==> src/rtl/freq_rom_arbiter.sv <==
// Round-robin arbiter sharing one registered note-to-frequency ROM among N_VOICE voices.
// Optional build macro NOTE_FOLD_EN: octave-fold out-of-range notes into 12..119 before issue.
module freq_rom_arbiter #(
    parameter int N_VOICE = 4,
    parameter int ID_W    = 2,
    parameter int ADDR_W  = 7,
    parameter int DATA_W  = 16
) (
    input  logic                        clk_i,
    input  logic                        rst_i,
    input  logic [N_VOICE-1:0]          req_i,
    input  logic [N_VOICE*ADDR_W-1:0]   note_i,
    output logic [N_VOICE-1:0]          gnt_o,
    output logic                        rom_en_o,
    output logic [ADDR_W-1:0]           rom_addr_o,
    input  logic [DATA_W-1:0]           rom_data_i,
    output logic                        rsp_valid_o,
    output logic [ID_W-1:0]             rsp_id_o,
    output logic [DATA_W-1:0]           rsp_data_o,
    output logic                        rsp_bad_o
);

    localparam logic [ADDR_W-1:0] NOTE_LO = ADDR_W'(12);
    localparam logic [ADDR_W-1:0] NOTE_HI = ADDR_W'(119);
    localparam logic [ADDR_W-1:0] OCTAVE  = ADDR_W'(12);

    logic [N_VOICE-1:0] gnt_q, gnt_d;
    logic               rom_en_q, rom_en_d;
    logic [ADDR_W-1:0]  rom_addr_q, rom_addr_d;
    logic [ID_W-1:0]    s1_id_q, s1_id_d;
    logic [ID_W-1:0]    ptr_q, ptr_d;
    logic               s2_valid_q, s2_bad_q, s2_bad_d;
    logic [ID_W-1:0]    s2_id_q;
    logic               rsp_valid_q, rsp_bad_q;
    logic [ID_W-1:0]    rsp_id_q;
    logic [DATA_W-1:0]  rsp_data_q;

    logic [ADDR_W-1:0]  notes [N_VOICE];
    logic [N_VOICE-1:0] eligible;
    logic               found;
    logic [ID_W-1:0]    win;
    logic [ID_W:0]      sum;

    function automatic logic [ADDR_W-1:0] fold_note(input logic [ADDR_W-1:0] n);
`ifdef NOTE_FOLD_EN
        if (n < NOTE_LO)      return n + OCTAVE;
        else if (n > NOTE_HI) return n - OCTAVE;
        else                  return n;
`else
        return n;
`endif
    endfunction

    always_comb begin
        for (int v = 0; v < N_VOICE; v++) begin
            notes[v] = note_i[v*ADDR_W +: ADDR_W];
        end
    end

    // The voice granted last edge is masked so its still-high req cannot win twice.
    always_comb begin
        eligible = req_i & ~gnt_q;
        found    = 1'b0;
        win      = '0;
        sum      = '0;
        for (int i = 0; i < N_VOICE; i++) begin
            sum = {1'b0, ptr_q} + (ID_W+1)'(i);
            if (sum >= (ID_W+1)'(N_VOICE)) sum = sum - (ID_W+1)'(N_VOICE);
            if (!found && eligible[sum[ID_W-1:0]]) begin
                found = 1'b1;
                win   = sum[ID_W-1:0];
            end
        end
    end

    always_comb begin
        gnt_d      = '0;
        rom_en_d   = 1'b0;
        rom_addr_d = rom_addr_q;
        s1_id_d    = s1_id_q;
        ptr_d      = ptr_q;
        if (found) begin
            gnt_d      = N_VOICE'(1) << win;
            rom_en_d   = 1'b1;
            rom_addr_d = fold_note(notes[win]);
            s1_id_d    = win;
            ptr_d      = (win == ID_W'(N_VOICE-1)) ? '0 : win + ID_W'(1);
        end
    end

    always_comb begin
`ifdef NOTE_FOLD_EN
        s2_bad_d = 1'b0;
`else
        s2_bad_d = rom_en_q && ((rom_addr_q < NOTE_LO) || (rom_addr_q > NOTE_HI));
`endif
    end

    // NOTE: sequential state uses non-blocking assignments so every register samples pre-edge values.
    always_ff @(posedge clk_i) begin
        if (rst_i) begin
            gnt_q       <= '0;
            rom_en_q    <= 1'b0;
            rom_addr_q  <= '0;
            s1_id_q     <= '0;
            ptr_q       <= '0;
            s2_valid_q  <= 1'b0;
            s2_id_q     <= '0;
            s2_bad_q    <= 1'b0;
            rsp_valid_q <= 1'b0;
            rsp_id_q    <= '0;
            rsp_data_q  <= '0;
            rsp_bad_q   <= 1'b0;
        end else begin
            gnt_q       <= gnt_d;
            rom_en_q    <= rom_en_d;
            rom_addr_q  <= rom_addr_d;
            s1_id_q     <= s1_id_d;
            ptr_q       <= ptr_d;
            s2_valid_q  <= rom_en_q;
            s2_id_q     <= s1_id_q;
            s2_bad_q    <= s2_bad_d;
            rsp_valid_q <= s2_valid_q;
            rsp_bad_q   <= s2_valid_q & s2_bad_q;
            // Response fields hold their last value between strobes.
            if (s2_valid_q) begin
                rsp_id_q   <= s2_id_q;
                rsp_data_q <= rom_data_i;
            end
        end
    end

    assign gnt_o       = gnt_q;
    assign rom_en_o    = rom_en_q;
    assign rom_addr_o  = rom_addr_q;
    assign rsp_valid_o = rsp_valid_q;
    assign rsp_id_o    = rsp_id_q;
    assign rsp_data_o  = rsp_data_q;
    assign rsp_bad_o   = rsp_bad_q;

endmodule

==> config.mk <==
export PLATFORM = sky130hd
export DESIGN_NAME = freq_rom_arbiter
export DESIGN_NICKNAME = d
export VERILOG_FILES = /design/src/rtl/freq_rom_arbiter.sv
export SDC_FILE = /design/constraint.sdc
export NUM_CORES = 1
export LEC_CHECK = 0
export BUFFER_PORTS_ARGS = -buffer_cell sky130_fd_sc_hd__buf_4
export CORE_MARGIN = 2
export CORE_UTILIZATION = 49
export DETAILED_ROUTE_END_ITERATION = 10
export GPL_TIMING_DRIVEN = 0
export HOLD_SLACK_MARGIN = 0.1
export PLACE_DENSITY = 0.8
export SYNTH_ARGS = -nofsm -noshare
export SYNTH_HDL_FRONTEND = slang
export SYNTH_SLANG_ARGS = --single-unit
==> constraint.sdc <==
create_clock -name clk_i -period 3.6 [get_ports clk_i]
set_input_delay 0.18 -clock clk_i [delete_from_list [all_inputs] [get_ports clk_i]]
set_output_delay 0.18 -clock clk_i [all_outputs]
set_load 0.1 [all_outputs]
==> results of run 1 <==
per-layer routing:
metal  track usage  wire length [µm]  vias up
met5             0                 0        -
met4         0.103               110        0
met3        0.0393               162       12
met2         0.446              2520       45
met1         0.258              1760      752
li1              -                 -      757
area by class of cell:
type | instances | area [µm²]
buffer | 8 | 50.0
clock buffer | 5 | 37.5
clock inverter | 2 | 12.5
fill | 264 | 773
inverter | 2 | 7.51
multi-input combinational | 106 | 883
sequential | 40 | 801
tap | 46 | 57.6
timing repair buffer | 94 | 741
cell usage after synthesis, types with 3 or more instances:
| cell type | count |
|---|---|
| o221ai_2 | 4 |
| nor2b_1 | 7 |
| nor2_1 | 20 |
| buf_2 | 3 |
| mux2i_1 | 32 |
| a21oi_1 | 3 |
| o221ai_1 | 3 |
| clkbuf_1 | 4 |
| nand3b_1 | 7 |
| dfxtp_1 | 40 |
worst max path at each step:
stage | cells after the start | start | endpoint
after floorplan | 6 | gnt_o[0] | rom_addr_o[6]
after global placement | 5 | gnt_o[2] | rom_addr_o[1]
after detailed placement | 5 | gnt_o[2] | rom_addr_o[1]
after CTS | 5 | gnt_o[2] | rom_addr_o[1]
after global routing | 5 | gnt_o[2] | rom_addr_o[6]
final | 5 | gnt_o[2] | rom_addr_o[1]
worst min-delay path: stages:
cell	delay (ps)
buf_4	80
mux2i_1	60
nor2_1	100
power by group through the flow:
stage	combinational [mW]	sequential, mW	clock [mW]
6_report	0.941	0.590	0.210
5_1_grt	0.986	0.598	0.233
4_1_cts	0.940	0.588	0.216
3_5_place_dp	0.928	0.596	0
3_3_place_gp	0.911	0.590	0
2_1_floorplan	0.336	0.986	0
kinds of logic after synthesis:
family | after synthesis | synth area share
simple gates | 53 | 0.190
flops | 40 | 0.460
mux | 32 | 0.184
compound gates | 20 | 0.128
buf+inv | 10 | 0.0330
xor+xnor | 1 | 0.00503
state kept, by name (all words and copies together) (netlist names), 2 cells and up:
name,cells
gnt_o,4
ptr_q,2
rom_addr_o,7
rsp_data_o,16
rsp_id_o,2
s1_id_q,2
s2_id_q,2
per-stage QoR:
step | worst slack, ps | hold slack (ps)
global route | 1740 | 105
global placement | 1990 | 411
finish | 1870 | 110
CTS | 1870 | 107
detailed placement | 1900 | 421
floorplan | 1380 | 327
repair_timing:
action,in CTS,in global routing
hold endpoints to repair,14,0
gates resized for setup,0,0
hold buffers,14,0
==> results by group, run 1 <==
Synthesis
  – Syn Std Cell Area: 1740 µm²
  – EDFF count, synth: 0
  – Ys async rst share: 0
  – Ys flop type: dfxtp_1
  – Cell accounting for the most synthesized area: dfxtp_1
  – Synth top area cells: dfxtp_1 46%, mux2i_1 18%, nor2_1 4.3%
  – Share of the synthesized area in the top cell type: 0.460
  – Post-synthesis sequential area ratio: 0.460
  – Mapped Nets: between 200 and 250
  – Mapped Cells: 156
  – Yosys warns: 0
  – Syn Area/Cell: ~11 µm²
  – Number of synthesized register bits: 40
  – Synth cell types: 37

Timing
  – Min Tclk post-route: 1730 ps
  – Clk_skew: ~14 ps
  – Hold Vio Cnt, Final: 0
  – Fin crit share: 0.482
  – Final TNS setup: 0 ps
  – Setup violators final: 0
  – Max Clk Rate: between 500 and 600 MHz
  – RSZ-0062 raised after global routing: no
  – Worst slew pin tran: roughly 560 ps
  – Slew headroom: 0.627
  – Final Max Slew Viols: 0

Status
  – Outcome: complete, no violations

Worst hold path
  – Min-Delay Path Class: in -> reg
  – Hold_sp: rom_data_i[3]
  – Hold Crit Depth: 3
  – Worst Hold Path EP: rsp_data_o[3]

Power
  – VDD IR max: ~0.8 mV
  – P_sw: 0.845 mW
  – Pleak: about 1.2 nW
  – Pwr dens: 672 nW/µm²
  – Pint: about 0.9 mW
  – Combinational share of power: 0.540
  – Overall Power: around 1.7 mW
  – Sw frac: 0.486
  – Clock share of power: 0.121
  – Sequential power share: 0.339

Clock tree
  – Clock transition at the registers of the reported paths: about 120 ps
  – Number of H-tree levels: 2
  – TritonCTS clock tree: built
  – Setup Fix Bufs, Post-CTS: 0
  – Clk_lat worst skew: 340 ps
  – Num CTS Buffers: 5
  – Clk sinks: 40
  – CTS Buffer Depth: 2
  – Root Buffer: clkbuf_4

Setup path
  – Crit path max fanout: 9
  – CP cell instances: nor3b_2 -> a211oi_2 -> o22ai_2 -> mux2i_1 -> o221ai_2
  – CP peak stage delay: 430 ps
  – WP data arrival: 1960 ps
  – Nature of the critical path startpoint: flop
  – Reg2Reg Depth: 5
  – Buf/Inv on CP: 0
  – Type of the worst setup path: reg -> reg
  – Worst R2R Setup Slack: 1870 ps
  – CP delay by family, top: compound AO/OA/AOI/OAI gates
  – Worst EP required: between 3000 and 4000 ps
  – Reg2reg start: gnt_o[2]
  – Reg2reg end: rom_addr_o[1]
  – CP max stage cell: o22ai_2
  – Critical path endpoint category: flop

Placed design
  – GP Congestion: around 0.73
  – IO Port Bufs: 80
  – DP Wirelength: ~3200 µm
  – Dpl cells: about 280
  – Area after DPL: ~2400 µm²

Die
  – Die area: between 4000 and 5000 µm²
  – Initial Utilization: 0.518
  – Core area: around 3400 µm²
  – DIE HEIGHT: between 60 and 70 µm
  – Floorplan row count: 21
  – # IOs: 82
  – Die W: around 64 µm

Run
  – Max Cap Viol: 0

Final layout
  – Non-filler instance count after layout: around 300
  – Final core occ: 0.770
  – Final instance area: 2590 µm²
  – Most common cell after layout, fill and taps aside: buf_4
  – Layout cell share with drive strength beyond 1: 0.436
  – Area Overhead vs Synth: 48.7%
  – Most frequent cells in the layout: 80 x buf_4, 40 x dfxtp_1, 32 x mux2i_1, 20 x nor2_1, 14 x dlygate4sd3_1
  – Nets: slightly above 300
  – Ant diodes: 0

Detailed routing
  – Post-route ant nets: 0
  – Vias after detailed routing: approximately 1600
  – Initial DRC Count: between 60 and 70
  – Remaining DRCs: 0
  – Post-Route WL: 4550 µm
  – Vias per inst: roughly 5.2
  – Detailed Routing Iterations Pass 1: 4
  – Per-cell routed wire length: 15.0 µm

Global routing
  – Largest net degree at the start of global routing: 13
  – Tot GR Track Use: 0.237
  – Global-route wire length before repair: 7410 µm
  – Gr ovfl total: 0
  – Initial antenna violation count: 0
  – Vias in the first global route: approximately 1600
(Power assumes the default switching activity.)
==> run 2: changes to the inputs <==
Settings changed: CORE_UTILIZATION 49 to 46, PLACE_DENSITY 0.8 to 0.75.
Clock period 3.6 ns to 1.8 ns, I/O delays scaled along.
==> run 2 against run 1 <==
  * Worst setup slack lost 1700 ps
  * Clock power grew to 3.3 times the previous value
  * Critical path depth unchanged
  * Non-clock buffer count rose by 2
  * Sequential share of layout area fell by 0.87 points
  * Sequential power is 100% higher
  * First-iteration DRC count down 10%
  * Clock skew is 10 ps lower
  * Utilization fell by 3.1 points
  * Largest power group unchanged
==> results by group, run 2 (synthesized netlist as in run 1, its figures left out) <==
Status
  – Outcome: complete, no violations

Setup path
  – Critical Path End: rom_addr_o[6]
  – CP max stage cell: a211oi_2
  – Worst R2R Setup Slack: 170 ps
  – CP Launch Point: gnt_o[1]
  – WP data arrival: between 1500 and 2000 ps
  – Nature of the critical path startpoint: flop
  – Critical path endpoint category: flop
  – Reg2reg end: rom_addr_o[6]
  – CP peak stage delay: ~400 ps
  – Crit path max fanout: 9
  – Worst EP required: 2010 ps
  – Type of the worst setup path: reg -> reg
  – Reg2reg start: gnt_o[1]
  – CP cell instances: nand2b_1 -> a211oi_2 -> o22ai_4 -> nand2b_4 -> o221ai_1
  – Reg2Reg Depth: 5

Timing
  – Worst slew pin tran: 455 ps
  – Max Clk Rate: between 600 and 700 MHz
  – Slew headroom: 0.689
  – RSZ-0062 raised after global routing: no
  – Final TNS setup: 0 ps
  – Fin crit share: 0.904
  – Min Tclk post-route: around 1600 ps
  – Hold Vio Cnt, Final: 0
  – Clk_skew: around 3.8 ps
  – Final Max Slew Viols: 0
  – Setup violators final: 0

Final layout
  – Area Overhead vs Synth: 55.4%
  – Most frequent cells in the layout: 80 x buf_4, 36 x dfxtp_1, 32 x mux2i_1, 20 x nor2_1, 16 x dlygate4sd3_1
  – Largest register FFs: 16
  – Ant diodes: 0
  – Fill cell count: about 260
  – Layout cell share with drive strength beyond 1: 0.450
  – Most common cell after layout, fill and taps aside: buf_4
  – Final core occ: 0.739
  – Nets: 309

Die
  – DIE HEIGHT: roughly 66 µm
  – # IOs: between 80 and 90
  – Initial Utilization: 0.476
  – Die W: between 60 and 70 µm
  – Floorplan row count: 22
  – Die area: between 4000 and 5000 µm²
  – Core area: between 3000 and 4000 µm²

Global routing
  – Global-route wire length before repair: roughly 6900 µm
  – Largest net degree at the start of global routing: 14
  – Tot GR Track Use: 0.211
  – Gr ovfl total: 0
  – Initial antenna violation count: 0
  – Vias in the first global route: between 1500 and 2000

Clock tree
  – Clk_lat worst skew: just under 300 ps
  – Root Buffer: clkbuf_8
  – Setup Fix Bufs, Post-CTS: 0
  – Clock transition at the registers of the reported paths: approximately 70 ps
  – CTS Buffer Depth: 2
  – Clk sinks: 40
  – Num CTS Buffers: 5
  – TritonCTS clock tree: built
  – Number of H-tree levels: 2

Placed design
  – GP Congestion: slightly below 0.8
  – IO Port Bufs: 80
  – DP Wirelength: 3130 µm

Power
  – P_sw: approximately 1.7 mW
  – Sw frac: 0.455
  – Pleak: 1.22 nW
  – Sequential power share: 0.313
  – Pint: roughly 2.1 mW
  – VDD IR max: about 1.3 mV
  – Combinational share of power: 0.503
  – Pwr dens: between 1000 and 1500 nW/µm²
  – Clock share of power: 0.184

Detailed routing
  – Metal-1 WL: between 1500 and 2000 µm
  – Post-Route WL: 4320 µm
  – Vias after detailed routing: 1528
  – Per-cell routed wire length: roughly 14 µm
  – Met2 Routed Length: around 2300 µm
  – Remaining DRCs: 0
  – Met3 wire len: roughly 220 µm
  – Top sig layer: met4
  – Initial DRC Count: a little over 60
  – Vias per inst: between 4 and 5
  – Post-route ant nets: 0
  – Detailed Routing Iterations Pass 1: 4

Run
  – Max Cap Viol: 0

Worst hold path
  – Hold_sp: note_i[10]
  – Min-Delay Path Class: in -> reg
run 2: changes by cell type in the layout (fill, tap and decap cells not counted), sizes merged:
cell / delta
clkbuf: +2
clkinvlp: -1
dlygate4sd3: +2
run 2: worst min-delay path by stage:
stage	to	slack (ps)	depth (start not counted)
3_5_place_dp	rsp_data_o[3]	330	3
2_1_floorplan	rsp_data_o[2]	240	2
4_1_cts	rom_addr_o[3]	110	3
6_report	rom_addr_o[3]	110	3
3_3_place_gp	rsp_data_o[5]	330	3
5_1_grt	rom_addr_o[0]	120	3
run 2: area by class of cell:
type	count	area, µm²	share of cell area
flip-flops and latches	40	813	0.301
inverters	2	7.51	0.00277
plain buffers	8	50.0	0.0185
clock buffers	7	108	0.0398
multi-input cells	106	898	0.332
well taps	48	60.1	0.0222
repair buffers	96	761	0.281
clock inverters	1	8.76	0.00324
run 2: repair_timing:
action | 4_1_cts | 5_1_grt
setup endpoints to repair | 0 | 1
hold endpoints to repair | 16 | 0
gates resized for setup | 0 | 2
hold buffers | 16 | 0
run 2: metrics by stage:
stage                     setup slack (ps)  hold slack, ps  cells  power [mW]  area (µm²)
after detailed placement               123             333    284        3.06        2410
final                                  173             109    308        3.81        2710
after global placement                 213             327    284        3.02        2410
after CTS                              122             112    308        3.79        2690
after global routing                  67.7             123    308        3.98        2710
after floorplan                       45.9             237    156        2.66        1750
run 2: critical path, delay by kind of cell (launching register included):
kind / cells / cell delay [ps]
AO/OA/AOI/OAI: 3 / 820
flip-flops: 1 / 360
AND/OR/NAND/NOR: 2 / 370
run 2: layer usage:
layer	up-vias	global-route usage
met5	-	0
met4	0	0.0859
met3	10	0.0599
met2	52	0.378
met1	703	0.233
li1	763	-
run 2: power groups by stage:
stage	Combinational, mW	Sequential (mW)	Clock [mW]
after global placement	1.83	1.19	0
after global routing	2.00	1.21	0.761
final	1.92	1.19	0.699
after CTS	1.89	1.19	0.712
after floorplan	0.672	1.99	0
after detailed placement	1.86	1.21	0
==> run 3: changes to the inputs <==
Settings changed: CORE_UTILIZATION 46 to 45, MAX_ROUTING_LAYER set to met4, PLACE_DENSITY 0.75 to 0.74, TNS_END_PERCENT set to 50.
==> run 3 against run 2 <==
  * Total power is 5.1% lower
  * Flip-flop and latch count stayed put
  * Sequential power hardly changed
  * Global-route usage is 0.79 points lower
  * Clock power is 20% lower
  * Final area is 1.8% lower
  * Non-clock buffer count stayed put
  * First-iteration DRC count is 34% lower
  * Clock-buffer cell count is 2 lower
  * Combinational power is 3% lower
  * Register-to-register slack worse by 50 ps
  * Critical path type unchanged
==> results by group, run 3 (synthesized netlist as in run 1, its figures left out) <==
Placed design
  – IO Port Bufs: 80
  – GP Congestion: 0.765
  – Area after DPL: 2410 µm²
  – DP Wirelength: ~3100 µm
  – Dpl ws: about 120 ps
  – Dpl cells: about 280

Detailed routing
  – Vias after detailed routing: between 1500 and 2000
  – Vias per inst: between 4 and 5
  – Per-cell routed wire length: 13.4 µm
  – Detailed Routing Iterations Pass 1: 4
  – Remaining DRCs: 0
  – Initial DRC Count: 40
  – Post-route ant nets: 0
  – Post-Route WL: around 4100 µm

Status
  – Outcome: complete, no violations

Die
  – Die area: about 4400 µm²
  – Floorplan row count: 22
  – # IOs: 82
  – Die W: about 66 µm
  – DIE HEIGHT: between 60 and 70 µm
  – Core area: roughly 3700 µm²
  – Initial Utilization: 0.472

Global routing
  – Initial antenna violation count: 0
  – Global-route wire length before repair: 6630 µm
  – Vias in the first global route: ~1500
  – Tot GR Track Use: 0.203
  – Gr ovfl total: 0
  – Largest net degree at the start of global routing: 13

Final layout
  – Multi-input logic area: around 880 µm²
  – Most frequent cells in the layout: 80 x buf_4, 36 x dfxtp_1, 32 x mux2i_1, 20 x nor2_1, 16 x dlygate4sd3_1
  – Area Overhead vs Synth: 52.5%
  – Largest register FFs: 16
  – Final core occ: 0.720
  – Ant diodes: 0
  – Final instance area: 2660 µm²
  – Layout cell share with drive strength beyond 1: 0.448
  – Fill cell count: ~280
  – Non-filler instance count after layout: around 310
  – Nets: ~310
  – Sequential Area: approximately 800 µm²
  – Most common cell after layout, fill and taps aside: buf_4

Power
  – Pwr dens: approximately 1400 nW/µm²
  – Pleak: ~1.2 nW
  – VDD IR max: around 1.3 mV
  – Overall Power: ~3.6 mW

Setup path
  – CP max stage cell: o21ai_2
  – WP data arrival: roughly 1900 ps
  – Critical path endpoint category: flop
  – Type of the worst setup path: reg -> reg
  – CP delay by family, top: compound AO/OA/AOI/OAI gates
  – Worst EP required: 1970 ps
  – Buf/Inv on CP: 0
  – CP cell instances: nor3b_2 -> a211oi_2 -> o21ai_2 -> mux2i_1 -> o221ai_2
  – Crit path max fanout: 8
  – Nature of the critical path startpoint: flop
  – CP peak stage delay: around 400 ps

Clock tree
  – Num CTS Buffers: 5
  – Clk sinks: 40
  – Clk_lat worst skew: between 200 and 300 ps
  – Clock transition at the registers of the reported paths: ~70 ps
  – TritonCTS clock tree: built
  – Resize count post-CTS: 0
  – CTS Buffer Depth: 2
  – Root Buffer: clkbuf_8
  – Number of H-tree levels: 2

Timing
  – Fin crit share: 0.931
  – Clk_skew: roughly 1.5 ps
  – Worst slew pin tran: around 500 ps
  – Min Tclk post-route: about 1700 ps
  – Hold Vio Cnt, Final: 0
  – Worst setup margin: roughly 120 ps
  – Hold_ws: between 100 and 150 ps
  – Slew headroom: 0.664
  – Setup violators final: 0
  – Max Clk Rate: between 500 and 600 MHz
  – Final TNS setup: 0 ps
  – Final Max Slew Viols: 0
  – RSZ-0062 raised after global routing: no

Worst hold path
  – Min-Delay Path Class: in -> reg

Run
  – Max Cap Viol: 0
-- run 3: cell types whose count changed in the layout (fill, tap and decap cells not counted) --
cell	delta
clkbuf_16	-1
clkbuf_8	-1
clkinv_2	+1
clkinv_4	-1
clkinvlp_4	+1
o21ai_2	+1
o21ai_4	-1
o22ai_2	+1
o22ai_4	-1
-- run 3: final timing paths --
kind | from | to | slack [ps] | depth (start not counted)
worst max register to register | gnt_o[2] | rom_addr_o[1] | 120 | 5
worst min register to register | s2_bad_q | rsp_bad_o | 430 | 1
worst min-delay path | note_i[6] | rom_addr_o[6] | 110 | 3
worst max-delay path | gnt_o[2] | rom_addr_o[1] | 120 | 5
-- run 3: worst min-delay path: stages --
cell      delay [ps]
buf_4             80
mux2i_1           50
o221ai_1         150
-- run 3: cell type report --
class,count,area share
clock inverters,2,0.00471
inverters,2,0.00283
clock buffers,5,0.0259
flip-flops and latches,40,0.306
repair buffers,96,0.286
multi-input cells,106,0.333
plain buffers,8,0.0188
well taps,48,0.0226
-- run 3: timing repair --
action                    in CTS  in global routing
hold endpoints to repair      16                  0
hold buffers                  16                  0
setup buffers                  0                  0
-- run 3: per-layer routing --
layer / track usage / up-vias / share of wire
met1: 0.224 / 694 / 0.42
li1: - / 757 / -
met3: 0.0341 / 12 / 0.043
met2: 0.359 / 48 / 0.51
met4: 0.0867 / 0 / 0.025
met5: - / - / 0
-- run 3: power breakdown --
group          total (mW)  internal, mW  switching (mW)
sequential           1.18          1.05           0.128
clock               0.559         0.262           0.297
combinational        1.87         0.610            1.26
total                3.61          1.92            1.69
